--- config.mk ---
export PLATFORM = sky130hd
export DESIGN_NAME = uart_rx_ctrl
export DESIGN_NICKNAME = d
export VERILOG_FILES = /design/src/rtl/uart_rx_ctrl.sv
export SDC_FILE = /design/constraint.sdc
export NUM_CORES = 1
export LEC_CHECK = 0
export ABC_AREA = 1
export CORE_MARGIN = 8
export CORE_UTILIZATION = 43
export CTS_CLUSTER_SIZE = 30
export DETAILED_ROUTE_END_ITERATION = 6
export MAX_ROUTING_LAYER = met4
export SLEW_MARGIN = 10
export SYNTH_ARGS = -nofsm -noshare
export SYNTH_HDL_FRONTEND = slang
export SYNTH_SLANG_ARGS = --single-unit
export TNS_END_PERCENT = 100
--- constraint.sdc ---
create_clock -name clk -period 2.7 [get_ports clk]
set_input_delay 0.405 -clock clk [delete_from_list [all_inputs] [get_ports clk]]
set_output_delay 0.405 -clock clk [all_outputs]
set_load 0.02 [all_outputs]
--- src/rtl/uart_rx_ctrl.sv ---
// UART receive controller: syncs the divider's oversample clock into a tick,
// frames start/data/stop on rx and hands bytes out on a valid/ready port.
module uart_rx_ctrl #(
    parameter int OVERSAMPLE = 16,
    parameter int DATA_BITS  = 8
) (
    input  logic                 clk,
    input  logic                 rst_n,
    input  logic                 os_clk,
    input  logic                 rx,
    input  logic                 rx_en,
    output logic [DATA_BITS-1:0] rx_data,
    output logic                 rx_valid,
    input  logic                 rx_ready,
    output logic                 frame_err,
    output logic                 overrun,
    output logic                 busy
);

    localparam int CW = $clog2(OVERSAMPLE);
    localparam int BW = (DATA_BITS > 1) ? $clog2(DATA_BITS) : 1;
    localparam logic [CW-1:0] MID_CNT = CW'(OVERSAMPLE / 2 - 1);
    localparam logic [CW-1:0] END_CNT = CW'(OVERSAMPLE - 1);
    localparam logic [BW-1:0] LAST_BIT = BW'(DATA_BITS - 1);

    typedef enum logic [1:0] {
        IDLE,
        START,
        DATA,
        STOP
    } state_t;

    state_t               state;
    logic                 rx_q1, rx_s;
    logic                 os_q1, os_q2, os_q3;
    logic                 tick;
    logic [CW-1:0]        cnt;
    logic [BW-1:0]        bit_idx;
    logic [DATA_BITS-1:0] shreg;

    // Line idles high, so the rx synchroniser resets to 1 to avoid a false start.
    always_ff @(posedge clk or negedge rst_n) begin
        if (!rst_n) begin
            rx_q1 <= 1'b1;
            rx_s  <= 1'b1;
            os_q1 <= 1'b0;
            os_q2 <= 1'b0;
            os_q3 <= 1'b0;
            tick  <= 1'b0;
        end else begin
            rx_q1 <= rx;
            rx_s  <= rx_q1;
            os_q1 <= os_clk;
            os_q2 <= os_q1;
            os_q3 <= os_q2;
            tick  <= os_q2 & ~os_q3;
        end
    end

    assign busy = (state != IDLE);

    always_ff @(posedge clk or negedge rst_n) begin
        if (!rst_n) begin
            state     <= IDLE;
            cnt       <= '0;
            bit_idx   <= '0;
            shreg     <= '0;
            rx_data   <= '0;
            rx_valid  <= 1'b0;
            frame_err <= 1'b0;
            overrun   <= 1'b0;
        end else begin
            frame_err <= 1'b0;
            overrun   <= 1'b0;
            if (rx_valid && rx_ready)
                rx_valid <= 1'b0;
            if (!rx_en) begin
                state   <= IDLE;
                cnt     <= '0;
                bit_idx <= '0;
            end else if (tick) begin
                unique case (state)
                    IDLE: begin
                        if (!rx_s) begin
                            state <= START;
                            cnt   <= '0;
                        end
                    end
                    START: begin
                        if (cnt == MID_CNT) begin
                            cnt     <= '0;
                            bit_idx <= '0;
                            state   <= rx_s ? IDLE : DATA;
                        end else begin
                            cnt <= cnt + CW'(1);
                        end
                    end
                    DATA: begin
                        if (cnt == END_CNT) begin
                            cnt   <= '0;
                            shreg <= DATA_BITS'({rx_s, shreg} >> 1);
                            if (bit_idx == LAST_BIT) begin
                                bit_idx <= '0;
                                state   <= STOP;
                            end else begin
                                bit_idx <= bit_idx + BW'(1);
                            end
                        end else begin
                            cnt <= cnt + CW'(1);
                        end
                    end
                    STOP: begin
                        if (cnt == END_CNT) begin
                            cnt   <= '0;
                            state <= IDLE;
                            // A later write here overrides the ready-driven clear.
                            if (rx_s) begin
                                rx_data  <= shreg;
                                rx_valid <= 1'b1;
                                overrun  <= rx_valid && !rx_ready;
                            end else begin
                                frame_err <= 1'b1;
                            end
                        end else begin
                            cnt <= cnt + CW'(1);
                        end
                    end
                    default: state <= IDLE;
                endcase
            end
        end
    end

endmodule

==> reports/metrics.yaml <==
final_layout:
  fin_nets: 207
  area_growth_pct: 21.5
  final_core_util_pct: 53.8
  diodes: 0
  design_area_mm2: 0.00195
  final_layout_size_suffix_gt1_share_pct: 18.1
  stdcell_count: 247
synthesis:
  synth_edf_count: 0
  synth_area_mm2: 0.00161
  synth-simple-area-share_pct: 26.7
  yosys_warnings: 0
  synth_async_sr_flop_share_pct: 100
  yosys.area.top_type: "dfrtp_1"
  yosys.area_share.adder_pct: 2.33
  muxShareOfSynthArea_pct: 0
  ys_seq_elements: 34
  ys.flop_type: "dfrtp_1"
  syn_nets: 186
  yosysSeqAreaShare_pct: 53.0
  synth_xor_xnor_area_share_pct: 0
  synth_compound_area_share_pct: 9.72
  yosysTopAreaCellShare_pct: 49.8
  syn_avg_cell_area_um2: 9.09
  syn_inst: 177
  synth_top_family_by_area: "simple AND/OR/NAND/NOR gates"
  synth.distinct_cells: 23
  synthTopCellsByArea: "dfrtp_1, nand2_1, o21ai_2, inv_1, nor2_1"
clock_network:
  clkTransAtPathRegs_ps: 70
  cts_root_buf: "clkbuf_8"
  cts_tree: "yes"
  post_cts_resized: 0
  cts_made_buffers: 5
  cts.sinks: 34
  cts.htree.levels: 2
  clk_latency_ps: 280
  cts.path.max_buffers: 2
  postCtsSetupBuffers: 0
  cts_hold_buf: 0
setup_path:
  worstPathMaxFanout: 10
  cp-end-kind: "output pin"
  crit_required_ps: 2300
  worstSetupPathType: "register to output pin"
  worstSetupStartpointType: "register"
  arrival_ps: 1660
run_status:
  status: "finished, final reports clean"
timing:
  hold_viol: 0
  fin_skew_ps: 7.12
  finalCritPeriodShare_pct: 76.6
  hold_slack_ps: 352
  fin_setup_tns_ps: 0
  max_slew_margin_pct: 72.4
  min_period_ps: 2070
  setup_viol: 0
  clock.fmax_mhz: 483
  report.final.slew_viol_count: 0
  rsz0062_at_grt: "no"
  fin_ws_ps: 631
  worst_slew_pin_slew_ps: 415
placement:
  place.port_buffers: 17
  gp_congestion: 0.814
  pre_cts_slack_ps: 780
  dp_cells: 239
  place_hpwl_um: 1980
  place_area_mm2: 0.00181
route:
  ant_nets: 0
  wirelength_um: 2720
  viasPerCell: 4.61
  drt_iter0_drc: 70
  dr.pass1.iters: 4
  vias: 1138
  drcViolationCount: 0
  routedWlPerCell_um: 11.0
floorplan:
  dieWidth_um: 77.2
  dieArea_mm2: 0.00596
  core_mm2: 0.00363
  num_io_pins: 18
  die_y_um: 77.2
  initial_utilization_pct: 44.3
  rows: 22
grt:
  antenna_found_initial: 0
  grt_pass1_wl_um: 4950
  first_global_vias: 1097
  overflow: 0
  track_usage_pct: 10.5
  grt_max_degree: 35
power_and_ir_drop:
  power_density_mw_per_mm2: 720
  irDropWorstVdd_uv: 391
  power_leakage_nw: 0.968
  power_mw: 1.41
worst_hold_path:
  hp-class: "register to register"
run:
  drv_cap: 0
## logic make-up after synthesis
family          Yosys count
fa+ha+maj                 3
compound gates           20
flops                    34
buf+inv                  30
simple gates             90
## sequential cells by signal, summed over array words and instances (netlist names), 2 cells and up
name and flops:
bit_idx 3, state 2, rx_data 8, cnt 4
shreg 8
## worst max-delay path, stage by stage, from the launching register on
cell	delay, ps
dfrtp_1	540
nor2_1	110
inv_1	120
clkdlybuf4s50_1	610
## report_power, final
group,total [mW],internal (mW),switching [mW]
clock,0.574,0.394,0.180
combinational,0.233,0.0867,0.146
sequential,0.599,0.544,0.0546
## final timing paths
check | start | end | slack (ps) | cells after the start
max | state[1] | busy | 630 | 3
min in group asynchronous | rst_n | cnt[3] | 520 | 2
max in group asynchronous | rst_n | rx_s | 1850 | 2
min | os_q1 | os_q2 | 350 | 0
min reg2reg | os_q1 | os_q2 | 350 | 0
max reg2reg | cnt[0] | bit_idx[2] | 1170 | 8
## area by class of cell
cell class | count | area (um^2)
clock buffer | 6 | 82.6
multi-input combinational | 113 | 623
sequential | 34 | 853
timing repair buffer | 18 | 178
fill | 364 | 1680
tap | 48 | 60.1
inverter | 26 | 97.6
clock inverter | 2 | 60.1
## cells in the mapped netlist (3+ instances only)
cell type	count
dfrtp_1	32
ha_1	3
inv_1	25
nand2_1	49
nand2_2	3
nand3_1	10
nor2_1	16
o21ai_0	4
o21ai_2	15
## routing by layer
metal / share of wire [%] / GRT usage (%)
met1: 49 / 13.5
met2: 44 / 14.1
met3: 5.4 / 4.55
met4: 0.92 / 3.96
met5: 0 / -
## cell usage in the layout (no fill, tap or decap), drive strengths merged
| cell type | count |
|---|---|
| buf | 1 |
| bufinv | 2 |
| clkbuf | 6 |
| clkdlybuf4s50 | 17 |
| dfrtp | 32 |
| dfstp | 2 |
| ha | 3 |
| inv | 26 |
| nand2 | 53 |
| nand3 | 12 |
| nand3b | 2 |
| nand4 | 1 |
| nor2 | 19 |
| nor3 | 2 |
| nor4 | 1 |
| o21ai | 20 |
(Power assumes the default switching activity.)
